--- config.mk ---
export PLATFORM = sky130hd
export DESIGN_NAME = decoder24_seq_flat
export DESIGN_NICKNAME = d
export VERILOG_FILES = /design/src/rtl/decoder24_seq_if.sv /design/src/rtl/decoder24_seq.sv /design/src/flat_wrapper.sv
export SDC_FILE = /design/constraint.sdc
export NUM_CORES = 1
export LEC_CHECK = 0
export ABC_AREA = 1
export CORE_ASPECT_RATIO = 0.6
export CORE_MARGIN = 1.5
export CORE_UTILIZATION = 59
export DETAILED_ROUTE_END_ITERATION = 8
export HOLD_SLACK_MARGIN = 0.15
export PLACE_DENSITY = 0.87
export RECOVER_POWER = 25
export SYNTH_ARGS = -nofsm -noshare
export SYNTH_HDL_FRONTEND = slang
export SYNTH_SLANG_ARGS = --single-unit
export TNS_END_PERCENT = 100
--- constraint.sdc ---
create_clock -name clk -period 2.9 [get_ports clk]
set_clock_uncertainty 0.1 [all_clocks]
set_input_delay 0.87 -clock clk [delete_from_list [all_inputs] [get_ports clk]]
set_output_delay 0.87 -clock clk [all_outputs]
set_load 0.05 [all_outputs]
--- src/rtl/decoder24_seq_if.sv ---
// Handshake and output bundle for decoder24_seq: upstream pushes 2-bit codes,
// downstream observes the one-hot word plus status.
interface decoder24_seq_if #(
  parameter int DEPTH = 2
) ();
  logic [1:0]              code;
  logic                    code_valid;
  logic                    code_ready;
  logic [3:0]              d;
  logic                    d_valid;
  logic                    busy;
  logic [$clog2(DEPTH):0]  fifo_level;

  modport master (
    output code, code_valid,
    input  code_ready, d, d_valid, busy, fifo_level
  );

  modport slave (
    input  code, code_valid,
    output code_ready, d, d_valid, busy, fifo_level
  );
endinterface

--- src/rtl/decoder24_seq.sv ---
// Sequential 2-to-4 decoder: buffers codes in a small FIFO and replays each one
// as a one-hot pulse of PULSE_CYCLES cycles followed by an idle gap.
module decoder24_seq #(
  parameter int DEPTH        = 2,
  parameter int PULSE_CYCLES = 4,
  parameter int GAP_CYCLES   = 1,
  parameter int CNT_W        = 8
) (
  input  logic          clk,
  input  logic          rst_n,
  decoder24_seq_if.slave bus
);

  localparam int PTR_W = $clog2(DEPTH);
  localparam int LVL_W = PTR_W + 1;

  typedef enum logic [1:0] {
    IDLE  = 2'b00,
    DRIVE = 2'b01,
    GAP   = 2'b10
  } state_e;

  state_e             state_q, state_d;
  logic [3:0]         d_q, d_d;
  logic               d_valid_q, d_valid_d;
  logic               busy_q, busy_d;
  logic [CNT_W-1:0]   cnt_q, cnt_d;
  logic [PTR_W-1:0]   wr_ptr_q, wr_ptr_d;
  logic [PTR_W-1:0]   rd_ptr_q, rd_ptr_d;
  logic [LVL_W-1:0]   level_q, level_d;
  logic [1:0]         mem_q [DEPTH];

  logic full, push, pop;

  // Ready depends only on the registered level, so a same-edge pop never frees a slot early.
  assign full = (level_q == LVL_W'(DEPTH));
  assign push = bus.code_valid && !full;
  assign pop  = (state_q == IDLE) && (level_q != '0);

  always_comb begin
    // NOTE: every combinational output gets a default first so no path leaves it unassigned (no latches).
    wr_ptr_d = wr_ptr_q;
    rd_ptr_d = rd_ptr_q;
    level_d  = level_q;
    if (push) wr_ptr_d = wr_ptr_q + PTR_W'(1);
    if (pop)  rd_ptr_d = rd_ptr_q + PTR_W'(1);
    case ({push, pop})
      2'b10:   level_d = level_q + LVL_W'(1);
      2'b01:   level_d = level_q - LVL_W'(1);
      default: level_d = level_q;
    endcase
  end

  always_comb begin
    state_d   = state_q;
    d_d       = d_q;
    d_valid_d = d_valid_q;
    cnt_d     = cnt_q;
    case (state_q)
      IDLE: begin
        d_d       = 4'b0000;
        d_valid_d = 1'b0;
        if (pop) begin
          d_d       = 4'b0001 << mem_q[rd_ptr_q];
          d_valid_d = 1'b1;
          cnt_d     = CNT_W'(PULSE_CYCLES - 1);
          state_d   = DRIVE;
        end
      end
      DRIVE: begin
        if (cnt_q == '0) begin
          d_d       = 4'b0000;
          d_valid_d = 1'b0;
          cnt_d     = CNT_W'(GAP_CYCLES - 1);
          state_d   = GAP;
        end else begin
          cnt_d = cnt_q - CNT_W'(1);
        end
      end
      GAP: begin
        d_d       = 4'b0000;
        d_valid_d = 1'b0;
        if (cnt_q == '0) state_d = IDLE;
        else             cnt_d   = cnt_q - CNT_W'(1);
      end
      default: begin
        // Unreachable encoding: fall back to a clean idle output.
        state_d   = IDLE;
        d_d       = 4'b0000;
        d_valid_d = 1'b0;
        cnt_d     = '0;
      end
    endcase
    busy_d = (state_d != IDLE);
  end

  always_ff @(posedge clk or negedge rst_n) begin
    if (!rst_n) begin
      // NOTE: state flops use non-blocking assignment so every flop samples pre-edge values.
      state_q   <= IDLE;
      d_q       <= 4'b0000;
      d_valid_q <= 1'b0;
      busy_q    <= 1'b0;
      cnt_q     <= '0;
      wr_ptr_q  <= '0;
      rd_ptr_q  <= '0;
      level_q   <= '0;
    end else begin
      state_q   <= state_d;
      d_q       <= d_d;
      d_valid_q <= d_valid_d;
      busy_q    <= busy_d;
      cnt_q     <= cnt_d;
      wr_ptr_q  <= wr_ptr_d;
      rd_ptr_q  <= rd_ptr_d;
      level_q   <= level_d;
    end
  end

  // NOTE: the storage array is not reset; level and pointers alone decide which entries are meaningful.
  always_ff @(posedge clk) begin
    if (push) mem_q[wr_ptr_q] <= bus.code;
  end

  assign bus.code_ready = !full;
  assign bus.d          = d_q;
  assign bus.d_valid    = d_valid_q;
  assign bus.busy       = busy_q;
  assign bus.fifo_level = level_q;

endmodule

--- src/flat_wrapper.sv ---
// flat-port wrapper written by rule: the top's interface ports become plain ports
module decoder24_seq_flat 
#(
  parameter int DEPTH        = 2,
  parameter int PULSE_CYCLES = 4,
  parameter int GAP_CYCLES   = 1,
  parameter int CNT_W        = 8
)
  (clk, rst_n, bus_code, bus_code_valid, bus_code_ready, bus_d, bus_d_valid, bus_busy, bus_fifo_level);
  decoder24_seq_if #(.DEPTH(DEPTH)) bus_i ();
  input  logic clk;
  input  logic rst_n;
  input wire logic [$bits(bus_i.code)-1:0] bus_code;
  input wire logic [$bits(bus_i.code_valid)-1:0] bus_code_valid;
  output wire logic [$bits(bus_i.code_ready)-1:0] bus_code_ready;
  output wire logic [$bits(bus_i.d)-1:0] bus_d;
  output wire logic [$bits(bus_i.d_valid)-1:0] bus_d_valid;
  output wire logic [$bits(bus_i.busy)-1:0] bus_busy;
  output wire logic [$bits(bus_i.fifo_level)-1:0] bus_fifo_level;
  assign bus_i.code = bus_code;
  assign bus_i.code_valid = bus_code_valid;
  assign bus_code_ready = bus_i.code_ready;
  assign bus_d = bus_i.d;
  assign bus_d_valid = bus_i.d_valid;
  assign bus_busy = bus_i.busy;
  assign bus_fifo_level = bus_i.fifo_level;
  decoder24_seq #(.DEPTH(DEPTH), .PULSE_CYCLES(PULSE_CYCLES), .GAP_CYCLES(GAP_CYCLES), .CNT_W(CNT_W)) u_core (.clk(clk), .rst_n(rst_n), .bus(bus_i));
endmodule
== Word level (Yosys, flattened, before mapping) ==
Memory sizes are Yosys's and may differ from the RTL's.
Cells that the tools add are included.
Cells by class
  add/subtract/negate cells: 5
  reduce and logical (&&, ||, !) cells: 9
  multiplexer cells: 17
  eq/ne operators: 8
  shift-type cells: 1
Operators with widths (number)
  $mux 8: 3
  $pmux 8 s3: 1
  $logic_not 8->1: 1
  $mux 4: 2
  $pmux 4 s2: 1
  $sub 8x1->8 const B: 1
  $eq 2x2->1 const B: 3
  $mux 2: 3
  $pmux 2 s3: 1
  $reduce_bool 2->1: 3
  $eq 2x1->1 const B: 2
  $mux 1: 4
  $ne 2x1->1 const B: 2
  $pmux 2 s2: 1
  $shl 1x2->4 const A: 1
  $add 1x1->1 const B: 2
  $add 2x1->2 const B: 1
  $logic_and 1x1->1: 2
  $logic_not 2->1: 1
  $ne 2x2->1 const B: 1
  $pmux 1 s2: 1
  $reduce_and 2->1: 1
  $sub 2x1->2 const B: 1
  $logic_not 1->1: 1
Word-level totals
  RAM bits: 4
  bits of input ports: 5
  memories kept: 1
  output and inout port bits: 9
  logic and storage cells: 49
  flip-flop bits (word level): 20
Memory list
  u_core.mem_q: words 2, width 2, rd ports 1, clocked after Yosys merged registers in 0, wr ports 1, line decoder24_seq.sv:31  | logic [1:0] mem_q [DEPTH];

== Longest topological paths before layout ==
Gate-level depths: netlist (run 1).
  word-level depth: 5
  mapped depth: 9
  gate-level depth less buffers: 9

== Least setup slack after synthesis (run 1) ==
OpenSTA, ideal clock, no wires.
  kind: register -> register
  start: register u_core.level_q[0], in the netlist u_core.bus.fifo_level[0]
  end: register u_core.level_q[1], in the netlist u_core.bus.fifo_level[1]
  path buffers: 0
  period minus slack after synthesis: 2.326 ns
  arrival time: 2.094 ns
  data required time: 2.668 ns
  library setup time: 0.132 ns
  stages on the path, launching flop included: 8
  path slack: 0.574 ns
  path through: dfrtp_1 -> inv_2 -> nand2_1 -> nand2_1 -> ha_1 -> a21oi_1 -> o21ai_0 -> xor2_1
Between the ends
  word-level cells in the longest chain between the ends: 5
  elaborated cells on any way between the ends: 11
  classes of those cells: 2 x add/sub; 3 x eq/ne; 1 x mux; 5 x reduce/logical
RTL lines
  from (decl): line decoder24_seq.sv:30  | logic [LVL_W-1:0] level_q, level_d;
  from (signal assigned): line decoder24_seq.sv:116  | level_q <= level_d;
  $eq 2x2->1 *: line decoder24_seq.sv:36  | assign full = (level_q == LVL_W'(DEPTH));
  $logic_not 1->1 *
  named net bus_code_ready: line flat_wrapper.sv:15  | output wire logic [$bits(bus_i.code_ready)-1:0] bus_code_ready;
  $logic_and 1x1->1 *: line decoder24_seq.sv:37  | assign push = bus.code_valid && !full;
  $eq 2x1->1 / $eq 2x2->1 (equally long branches): line decoder24_seq.sv:47  | case ({push, pop})
  $pmux 2 s2 / $reduce_bool 2->1 (equally long branches)
The timed path passes the listed nets; every way through them passes the cells marked *.
A chain may end at the register's enable or synchronous reset.

== Worst setup path in the final report (run 1) ==
  start: register u_core.level_q[0], in the netlist u_core.bus.fifo_level[0]
  end: output port bus_code_ready
Between the ends
  word-level cells in the longest chain between the ends: 2
RTL lines
  $eq 2x2->1: line decoder24_seq.sv:36
  $logic_not 1->1: line decoder24_seq.sv:125  | assign bus.code_ready = !full;
  to (decl): line flat_wrapper.sv:15
Every way passes these cells.

==> results of run 1 <==
[synthesized netlist by cell type]
| library cell | number | area [µm²] |
|---|---|---|
| xor2_1 | 4 | 35.0 |
| a21oi_1 | 3 | 15.0 |
| buf_4 | 1 | 7.51 |
| edfxtp_1 | 4 | 120 |
| nor2_4 | 3 | 33.8 |
| nand3_1 | 15 | 75.1 |
| a21oi_4 | 1 | 16.3 |
| xnor2_1 | 1 | 8.76 |
| or2_1 | 1 | 6.26 |
| inv_2 | 6 | 22.5 |
| inv_1 | 15 | 56.3 |
| inv_4 | 1 | 6.26 |
| nand2_2 | 2 | 12.5 |
| nor2_2 | 2 | 12.5 |
| nand3_4 | 1 | 17.5 |
| o21ai_1 | 6 | 30.0 |
| nand4_1 | 2 | 12.5 |
| nor2_1 | 14 | 52.6 |
| o2111ai_1 | 3 | 26.3 |
| dfrtp_1 | 20 | 500 |
| nand2_1 | 38 | 143 |
| o21a_1 | 1 | 7.51 |
| nand4_4 | 1 | 21.3 |
| nand2_4 | 2 | 22.5 |
| o21ai_0 | 2 | 10.0 |
| ha_1 | 3 | 37.5 |
[kinds of logic after synthesis]
kind of cell / count (synthesis)
and+or+nand+nor: 81
xor gates and xnor gates: 5
adders and majority gates: 3
AOI/OAI and AO/OA: 16
DFF: 24
buffers and inverters: 23
[power breakdown]
group          internal [mW]  leakage (nW)  total, mW  switching (mW)
Combinational          0.355         0.410       1.08           0.730
Sequential             0.474         0.287      0.581           0.108
Clock                 0.0950        0.0231      0.204           0.109
[worst min-delay path by stage]
stage / start / end / depth (start not counted)
global route: u_core.cnt_q[0] / u_core.cnt_q[0] / 2
detailed placement: u_core.cnt_q[0] / u_core.cnt_q[0] / 2
floorplan: u_core.cnt_q[0] / u_core.cnt_q[0] / 2
finish: u_core.cnt_q[0] / u_core.cnt_q[0] / 2
global placement: u_core.cnt_q[0] / u_core.cnt_q[0] / 2
CTS: u_core.cnt_q[0] / u_core.cnt_q[0] / 2
[stage by stage]
stage	utilization (%)	cell area (µm²)	hold WS [ns]	instances
final	76.5	1500	0.398	197
after global routing	76.5	1500	0.432	197
after CTS	77.2	1520	0.397	197
after detailed placement	74.9	1470	0.376	193
after global placement	74.9	1470	0.364	193
after floorplan	-	1310	0.349	152
[sequential cells by signal (all words and copies together), names as in the netlist, 2 cells and up]
signal / count
u_core.bus.d: 4
u_core.mem_q: 4
u_core.state_q: 2
u_core.cnt_q: 8
u_core.bus.fifo_level: 2
[cell usage in the layout, fill, tap and decap left out, drive strengths merged]
cell / count
nand2: 42
inv: 22
dfrtp: 20
nor2: 19
nand3: 16
clkdlybuf4s50: 12
o21ai: 8
a21oi: 4
xor2: 4
edfxtp: 4
clkbuf: 4
o2111ai: 3
ha: 3
nand4: 3
or2: 1
o21a: 1
xnor2: 1
clkinv: 1
dlygate4sd3: 1
[metal layers]
layer	track usage [%]	part of all wire, %
met1	31.2	45
met2	47.1	46
met3	5.17	6.8
met4	10.9	1.9
met5	0	0
[critical path, cell delays in order (launching register included)]
cell and delay [ns]:
dfrtp_1 0.44, inv_2 0.08, nand2_1 0.10, clkdlybuf4s50_1 0.81
[final cells by class]
| type | instances | area share, % |
|---|---|---|
| clock buffers | 3 | 2.75 |
| clock inverters | 1 | 0.250 |
| inverters | 22 | 5.66 |
| multi-input cells | 105 | 38.9 |
| flip-flops and latches | 24 | 41.3 |
| well taps | 28 | 2.33 |
| repair buffers | 14 | 8.90 |
==> metrics.md, run 1 <==
| Metric | Value |
|---|---|
| Worst flop-to-flop path startpoint | `u_core.state_q[0]` |
| Largest net degree at the start of global routing | `21` |
| Area delta synth->final | `14.9%` |
| Unique cell type count in the Yosys netlist | `26` |
| Initial antenna violation count | `0` |
| Clk slew on worst S/H paths | `0.09 ns` |
| Slew Viols, Final | `0` |
| Clk Latency, worst-skew pair | `0.27 ns` |
| Num ports | `14` |
| Slew @ Worst Pin | `1.10 ns` |
| PD cells | `1240 nW/µm²` |
| Slew headroom | `26.5%` |
| #FFs+latches synth | `24` |
| Clock root cell | `clkbuf_8` |
| Final setup fails | `0` |
| Synth Net Count | `160` |
| Multi-input gate area | `584 µm²` |
| Crit path capture | `bus_code_ready` |
| Dpl ws | `0.511 ns` |
| Post-synthesis cell area | `1310 µm²` |
| # nets final | `178` |
| RSZ-0062 raised after global routing | `false` |
| CTS tree | `built` |
| N_diodes | `0` |
| Die footprint | `2520 µm²` |
| First-pass GRT wire length | `4640 µm` |
| Max rail drop VDD | `0.783 mV` |
| Layout cell share with drive strength beyond 1 | `12.4%` |
| Post_cts resized | `0` |
| Worst R2R Path Depth | `7` |
| Final Hold Viols | `0` |
| Dpl hpwl | `2010 µm` |
| Synth warn | `0` |
| GPL Wtd Cong | `0.852` |
| CTS Buffer Depth | `2` |
| Fillcell total | `128` |
| H-tree depth | `1` |
| Routed len/inst | `14.2 µm` |
| Gr ovfl total | `0` |
| Flop-to-flop setup slack | `0.80 ns` |
| Max_cap viols | `0` |
| Launch point of the worst path | `u_core.bus.fifo_level[0]` |
| Critical Path End Type | `output pin` |
| Fin crit share | `92.3%` |
| Die width | `63.8 µm` |
| Sequential area share after synthesis | `47.4%` |
| Post-DR vias/cell | `5.52` |
| DR DRC count | `0` |
| Crit-path max FO | `5` |
| ANT nets after route | `0` |
| WP data arrival | `1.71 ns` |
| Fmax | `374 MHz` |
| PortBufs | `13` |
| FF+latch area | `621 µm²` |
| Num CTS Buffers | `3` |
| Multiplexer area fraction after synthesis | `0%` |
| Number of global-route vias before repair | `992` |
| CTS Sinks | `24` |
| Simple-gate area share of the yosys netlist | `31.3%` |
| TNS Setup | `0 ns` |
| TritonRoute pass-1 iters | `4` |
| Core Region | `1970 µm²` |
| Reg-to-reg endpoint | `u_core.bus.fifo_level[1]` |
| DIE HEIGHT | `39.5 µm` |
| Synth Area in Compound Gates | `8.03%` |
| # rows | `12` |
| Min Tclk post-route | `2.68 ns` |
| Adder-Cell Fraction of Synth Area | `2.87%` |
| Mapped Cells | `152` |
| Syn Area/Cell | `8.61 µm²` |
| CTS Hold Bufs | `0` |
| Xor/xnor cell area share of the yosys netlist | `3.35%` |
| Type of element launching the critical path | `flip-flop` |
| Worst Slack Setup Final | `0.223 ns` |
| Status | `complete, no violations` |
| DR iter-0 viols | `68` |
| Setup Buffers After CTS | `0` |
| Post-Route WL | `2790 µm` |
| CP Class | `reg -> out` |
| Largest family of logic cells by synthesized area | `simple AND/OR/NAND/NOR gates` |
| Initial Utilization | `66.5%` |
| Vias | `1087` |
| All-Layer GR Usage | `25.9%` |
| Hold crit path type | `reg -> reg` |
| Leakage | `0.720 nW` |
| Total power | `1.87 mW` |
| Required @ worst endpoint | `1.93 ns` |
(Power assumes the default switching activity.)
==> inputs of run 2 (changes only) <==
--- a/config.mk
+++ b/config.mk
@@ -8,10 +8,11 @@
 export ABC_AREA = 1
 export CORE_ASPECT_RATIO = 0.6
 export CORE_MARGIN = 1.5
-export CORE_UTILIZATION = 59
+export CORE_UTILIZATION = 49
+export CTS_CLUSTER_SIZE = 20
 export DETAILED_ROUTE_END_ITERATION = 8
 export HOLD_SLACK_MARGIN = 0.15
-export PLACE_DENSITY = 0.87
+export PLACE_DENSITY = 0.77
 export RECOVER_POWER = 25
 export SYNTH_ARGS = -nofsm -noshare
 export SYNTH_HDL_FRONTEND = slang
==> constraint.sdc (replaced) <==
create_clock -name clk -period 2.2 [get_ports clk]
set_clock_uncertainty 0.1 [all_clocks]
set_input_delay 0.66 -clock clk [delete_from_list [all_inputs] [get_ports clk]]
set_output_delay 0.66 -clock clk [all_outputs]
set_load 0.05 [all_outputs]
==> run 2 against run 1 <==
Via count fell by 4.0%. Die area is 19% higher. Hold slack worse by 0.0071 ns. Total power rose by 39%. Sequential cell count did not move. Sequential power is 32% higher. Largest power group unchanged. Highest routed layer unchanged.
==> metrics.md, run 2 (synthesis results as in run 1) <==
| Metric | Value |
|---|---|
| Area delta synth->final | `17.6%` |
| Max rail drop VDD | `1.17 mV` |
| Clock root cell | `clkbuf_8` |
| Reg-to-reg endpoint | `u_core.bus.fifo_level[1]` |
| PortBufs | `13` |
| Slew @ Worst Pin | `1.09 ns` |
| Critical path cell sequence | `clkdlybuf4s50_1 -> nand2_1 -> ha_1 -> a21oi_1 -> o21ai_0 -> xor2_1` |
| CTS Buffer Depth | `2` |
| Crit-path max FO | `3` |
| Status | `complete, no violations` |
| Reg with most FFs | `u_core.cnt_q` |
| DR iter-0 viols | `40` |
| # rows | `14` |
| Max_cap viols | `0` |
| WP data arrival | `1.95 ns` |
| CTS tree | `built` |
| First-pass GRT wire length | `4400 µm` |
| Clk slew on worst S/H paths | `0.08 ns` |
| Vias | `1044` |
| HP Start | `u_core.cnt_q[0]` |
| Hold crit path type | `reg -> reg` |
| TritonRoute pass-1 iters | `4` |
| Critical Path End Type | `flip-flop` |
| Worst Path Buf+Inv | `1` |
| N_diodes | `0` |
| CP max-delay cell | `clkdlybuf4s50_1` |
| Die width | `69.7 µm` |
| # nets final | `178` |
| Layout cell share with drive strength beyond 1 | `19.5%` |
| Worst R2R Path Depth | `7` |
| ANT nets after route | `0` |
| Required @ worst endpoint | `2.24 ns` |
| Setup Buffers After CTS | `0` |
| Gr ovfl total | `0` |
| RSZ-0062 raised after global routing | `false` |
| H-tree depth | `1` |
| Min Tclk post-route | `1.91 ns` |
| Post-DR vias/cell | `5.19` |
| Slew headroom | `27.6%` |
| Type of element launching the critical path | `input pin` |
| Flop-to-flop setup slack | `0.39 ns` |
| Delay-heaviest family, CP | `buffers and inverters` |
| CTS Hold Bufs | `0` |
| Hold_ws | `0.391 ns` |
| Total power | `2.60 mW` |
| Initial Utilization | `51.9%` |
| CP Class | `in -> reg` |
| Crit-path max cell delay | `0.48 ns` |
| Fin crit share | `86.7%` |
| Initial antenna violation count | `0` |
| DIE HEIGHT | `43.0 µm` |
| Fmax | `524 MHz` |
| All-Layer GR Usage | `19.2%` |
| Dpl hpwl | `1870 µm` |
| Leakage | `0.750 nW` |
| Largest net degree at the start of global routing | `21` |
| Num CTS Buffers | `3` |
| Largest register FFs | `8` |
| Core Region | `2520 µm²` |
| Number of global-route vias before repair | `930` |
| Final Hold Viols | `0` |
| Num ports | `14` |
| Slew Viols, Final | `0` |
| Routed len/inst | `12.6 µm` |
| Clk Latency, worst-skew pair | `0.27 ns` |
| Die footprint | `3000 µm²` |
| Final setup fails | `0` |
| PD cells | `1690 nW/µm²` |
| Hold-critical path depth | `2` |
| Hold EP | `u_core.cnt_q[0]` |
| Most common cell after layout, fill and taps aside | `nand2_1` |
| DR DRC count | `0` |
| Post_cts resized | `0` |
| CTS Sinks | `24` |
| Commonest cells after routing, fill and taps aside | `nand2_1, dfrtp_1, inv_1, nand3_1, nor2_1` |
| Post-Route WL | `2540 µm` |
| TNS Setup | `0 ns` |
| Worst flop-to-flop path startpoint | `u_core.state_q[0]` |
| GPL Wtd Cong | `0.799` |
| Fillcell total | `224` |
[run 2: cell type report]
type | instances | area, µm² | area share [%]
flip-flops and latches | 24 | 621 | 40.3
multi-input cells | 105 | 598 | 38.9
repair buffers | 14 | 124 | 8.05
inverters | 22 | 85.1 | 5.53
clock buffers | 3 | 41.3 | 2.68
well taps | 32 | 40.0 | 2.60
clock inverters | 1 | 30.0 | 1.95
[run 2: through the flow]
| stage | cells | setup WS, ns | instance area, µm² | utilization [%] |
|---|---|---|---|---|
| floorplan | 152 | 0.0461 | 1310 | - |
| global placement | 197 | 0.0716 | 1470 | 58.3 |
| detailed placement | 197 | 0.0217 | 1470 | 58.3 |
| CTS | 201 | 0.289 | 1540 | 61.2 |
| global route | 201 | 0.143 | 1540 | 61.0 |
| finish | 201 | 0.292 | 1540 | 61.0 |
[run 2: power breakdown]
group          switching, mW  total (mW)  internal (mW)
combinational          0.969        1.45          0.478
sequential             0.142       0.766          0.624
clock                  0.142       0.385          0.243
total                   1.25        2.60           1.35
[run 2: how the worst max path moves through the flow]
stage,slack [ns],startpoint,to,depth (start not counted)
6_report,0.29,bus_code_valid,u_core.bus.fifo_level[1],6
5_1_grt,0.14,rst_n,u_core.state_q[0],2
4_1_cts,0.29,bus_code_valid,u_core.bus.fifo_level[1],6
3_5_place_dp,0.02,bus_code_valid,u_core.bus.fifo_level[1],6
3_3_place_gp,0.07,bus_code_valid,u_core.bus.fifo_level[1],6
2_1_floorplan,0.05,u_core.bus.fifo_level[0],u_core.bus.fifo_level[1],7
[run 2: worst min-delay path, cell delays in order, from the launching register on]
cell and delay (ns):
dfrtp_1 0.35, nand2_1 0.05, nand2_1 0.06
[run 2: per-layer routing]
layer | GRT usage (%) | vias up | part of all wire (%) | routed length, µm
met5 | 0 | - | 0 | 0
met4 | 4.62 | 0 | 0.79 | 20
met3 | 4.99 | 5 | 5.0 | 128
met2 | 28.1 | 26 | 42 | 1060
met1 | 28.5 | 484 | 52 | 1330
li1 | - | 529 | - | -
==> edit 1 (flow settings as in run 1) <==
Take the reset off `d_q` and load it in a clocked block of its own.
--- a/src/rtl/decoder24_seq.sv
+++ b/src/rtl/decoder24_seq.sv
@@ -99,5 +99,4 @@
       // NOTE: state flops use non-blocking assignment so every flop samples pre-edge values.
       state_q   <= IDLE;
-      d_q       <= 4'b0000;
       d_valid_q <= 1'b0;
       busy_q    <= 1'b0;
@@ -108,5 +107,4 @@
     end else begin
       state_q   <= state_d;
-      d_q       <= d_d;
       d_valid_q <= d_valid_d;
       busy_q    <= busy_d;
@@ -116,4 +114,8 @@
       level_q   <= level_d;
     end
+  end
+
+  always_ff @(posedge clk) begin
+    d_q <= d_d;
   end
 
Function: differs if rst_n is asserted again (counterexample within 4 cycles, from zero or initial values and one cycle with rst_n low); with rst_n held inactive, the same outputs for 10 cycles.
==> edit 1 against run 1 <==
Wire length fell by 13%; worst setup slack got worse by 81 ps; design area fell by 4.2%; die area fell by 4.0%; critical path depth did not move; synthesized area fell by 4.3%; sequential cell count did not move; synthesized cell count fell by 5.9%; total power fell by 0.98%; register-to-register slack improved by 30 ps; critical endpoint unchanged.
==> edit 1: results <==
set metrics [dict create \
    clk_pin_slew_ps 130 \
    use_met2_pct 36.56 \
    place_area_um2 1418 \
    synth_edf_count 8 \
    drt_wl_total_um 2421 \
    async_flop_share_pct 66.67 \
    r2r_start "u_core.state_q[1]$_DFF_PN0_" \
    synth.area.top_cells "dfrtp_1 32%, edfxtp_1 19%, nand2_1 10%" \
    wl_met3_um 205 \
    met1_usage_pct 32.08 \
    track_usage_pct 22.94 \
    grt_pass1_vias 858 \
    synth_nets 151 \
    peakVddDrop_mv 0.7410 \
    fill_cells 148 \
    p_leak_uw 0.0007018 \
    root_buffer "clkbuf_4" \
    synth_common_cells "35 x nand2_1, 20 x inv_1, 16 x dfrtp_1, 16 x nor2_1, 11 x nand3_1" \
    clock_latency_ps 310 \
    whs_endpoint "u_core.bus.d_valid$_DFFE_PN0P_" \
    hpwlAfterDp_um 1903 \
    whs_path_depth 1 \
    r2r_setup_slack_ps 830 \
    grt_max_degree 17 \
    met3_usage_pct 6.122 \
    post_cts_buffers 0 \
    crit_arrival_ps 1790 \
    ys_types 25 \
    drt_iter0_markers 72 \
    slew_headroom_pct 52.07 \
    outcome "finished clean" \
    cts_buffer_depth 2 \
    place_ws_ps 492.6 \
    gp_congestion 0.8379 \
    ys_seq_area_share_pct 51.15 \
    route.met2.wl_um 1039 \
]
edit 1: cell types whose count changed after synthesis, sizes merged:
cell	change
xor2	-1
o21ai	-4
buf	-1
inv	+2
nand2	-2
edfxtp	+4
dfrtp	-4
nand3	-4
mux2	+1
edit 1: logic make-up after synthesis:
| group | count (synthesis) | share of synthesized area [%] |
|---|---|---|
| flip-flops | 24 | 51.15 |
| buffers and inverters | 24 | 7.192 |
| AO/OA/AOI/OAI | 12 | 6.793 |
| adder cells (fa/ha/maj) | 3 | 2.997 |
| AND/OR/NAND/NOR | 75 | 28.17 |
| XOR/XNOR | 4 | 2.798 |
| multiplexers | 1 | 0.8990 |
edit 1: area by class of cell:
class	instances	area share (%)
inverter	24	6.255
tap	28	2.433
sequential	24	44.48
timing repair buffer	13	9.036
multi-input combinational	95	35.27
clock buffer	4	2.520
edit 1: report_power, final:
group          leakage (uW)  switching, uW  internal (uW)
clock             0.0000210           98.7           76.7
sequential         0.000273           95.0            508
combinational      0.000408            722            352
total              0.000702            916            936
edit 1: metrics by stage:
step           power (uW)  hold WS (ps)  cells  utilization [%]
2_1_floorplan        1416         348.8    143                -
3_3_place_gp         1654         366.1    184            73.76
3_5_place_dp         1698         377.8    184            73.76
4_1_cts              1879         410.3    188            75.65
5_1_grt              1987         434.1    188            74.93
6_report             1852         405.3    188            74.93
edit 1: worst max-delay path by stage:
stage | to | depth (start not counted) | slack [ps]
after floorplan | u_core.bus.fifo_level[1]$_DFFE_PN0P_ | 7 | 520
after global placement | bus_code_ready | 3 | 510
after detailed placement | bus_code_ready | 3 | 490
after CTS | bus_code_ready | 3 | 90
after global routing | bus_code_ready | 3 | 60
final | bus_code_ready | 3 | 140
==> edit 2 (config.mk and constraints of run 1) <==
Without the edit above. `DEPTH` is set to 2 in 3 places; all go to 8.
--- a/src/rtl/decoder24_seq_if.sv
+++ b/src/rtl/decoder24_seq_if.sv
@@ -2,5 +2,5 @@
 // downstream observes the one-hot word plus status.
 interface decoder24_seq_if #(
-  parameter int DEPTH = 2
+  parameter int DEPTH = 8
 ) ();
   logic [1:0]              code;
--- a/src/rtl/decoder24_seq.sv
+++ b/src/rtl/decoder24_seq.sv
@@ -2,5 +2,5 @@
 // as a one-hot pulse of PULSE_CYCLES cycles followed by an idle gap.
 module decoder24_seq #(
-  parameter int DEPTH        = 2,
+  parameter int DEPTH        = 8,
   parameter int PULSE_CYCLES = 4,
   parameter int GAP_CYCLES   = 1,
--- a/src/flat_wrapper.sv
+++ b/src/flat_wrapper.sv
@@ -2,5 +2,5 @@
 module decoder24_seq_flat 
 #(
-  parameter int DEPTH        = 2,
+  parameter int DEPTH        = 8,
   parameter int PULSE_CYCLES = 4,
   parameter int GAP_CYCLES   = 1,
Ports: changed (resized bus_fifo_level); port bits go from 14 to 16. The function was not compared with the original's and may differ.
==> edit 2 against run 1 <==
Clock power rose by 92%; global-route usage rose by 0.076 points; design area rose by 62%; worst setup slack got worse by 120 ps; count of clock-buffer cells in the layout rose by 3; synthesized area rose by 65%; critical path depth did not move; sequential power rose by 74%; wire length rose by 53%; sequential share of layout area rose by 5.1 points; critical endpoint unchanged; largest cell class unchanged; sequential cell count rose by 18; total power rose by 55%.
==> edit 2: results <==
set metrics [dict create \
    holdWs_ps 375.8 \
    final_nets 273 \
    met1_usage_pct 39.20 \
    htreeDepth 2 \
    wl_met1_um 2132 \
    clock_latency_ps 300 \
    port_buffers 15 \
    rr_worst_depth 13 \
    grt_max_degree 27 \
    synth_edf_count 16 \
    route.met2.wl_um 1800 \
    met3_usage_pct 9.444 \
    wl_met3_um 265 \
    outcome "finished clean" \
    synth_nets 252 \
    cp_max_fo 7 \
    drt_iter0_markers 206 \
    power.switching_uw 1383 \
    whs_endpoint "u_core.bus.d_valid$_DFFE_PN0P_" \
    hpwlAfterDp_um 3201 \
    p_comb_share_pct 51.5 \
    synth.area.top_cells "dfrtp_1 30%, edfxtp_1 22%, nand2_1 10%" \
    r2r_setup_slack_ps 780 \
    period_share_pct 96.32 \
    p_clk_share_pct 13.5 \
    crit_arrival_ps 1820 \
    r2r_start "u_core.bus.fifo_level[1]$_DFFE_PN0P_" \
    num_vias 1634 \
    async_flop_share_pct 61.90 \
    cts_buffers 5 \
    track_usage_pct 26.02 \
    worst_pin_slew_ps 1394 \
    ys_seq_area_share_pct 52.44 \
    pg_seq_uw 1010 \
]
edit 2: changes by cell type after synthesis, moves of 3 or more:
cell and delta:
inv_1 +10, nor2_1 +16, xor2_1 +5, inv_2 -4
o21ai_0 +10, nand2_1 +22, ha_1 +3, nor2_2 +3
edfxtp_1 +12, dfrtp_1 +6
edit 2: logic make-up (layout without fill, tap and decap cells):
kind of cell | after synthesis | count (layout) | share of synthesized area, %
XOR/XNOR | 11 | 11 | 4.467
flip-flops | 42 | 42 | 52.44
AND/OR/NAND/NOR | 127 | 127 | 26.97
AO/OA/AOI/OAI | 25 | 25 | 6.845
buffers and inverters | 30 | 52 | 5.800
adder cells (fa/ha/maj) | 6 | 6 | 3.480
edit 2: cell type report:
class	count	area [um2]
clock buffer	6	82.58
clock inverter	2	12.51
fill	242	924.6
inverter	27	101.3
multi-input combinational	169	893.4
sequential	42	1131
tap	45	56.30
timing repair buffer	17	161.4
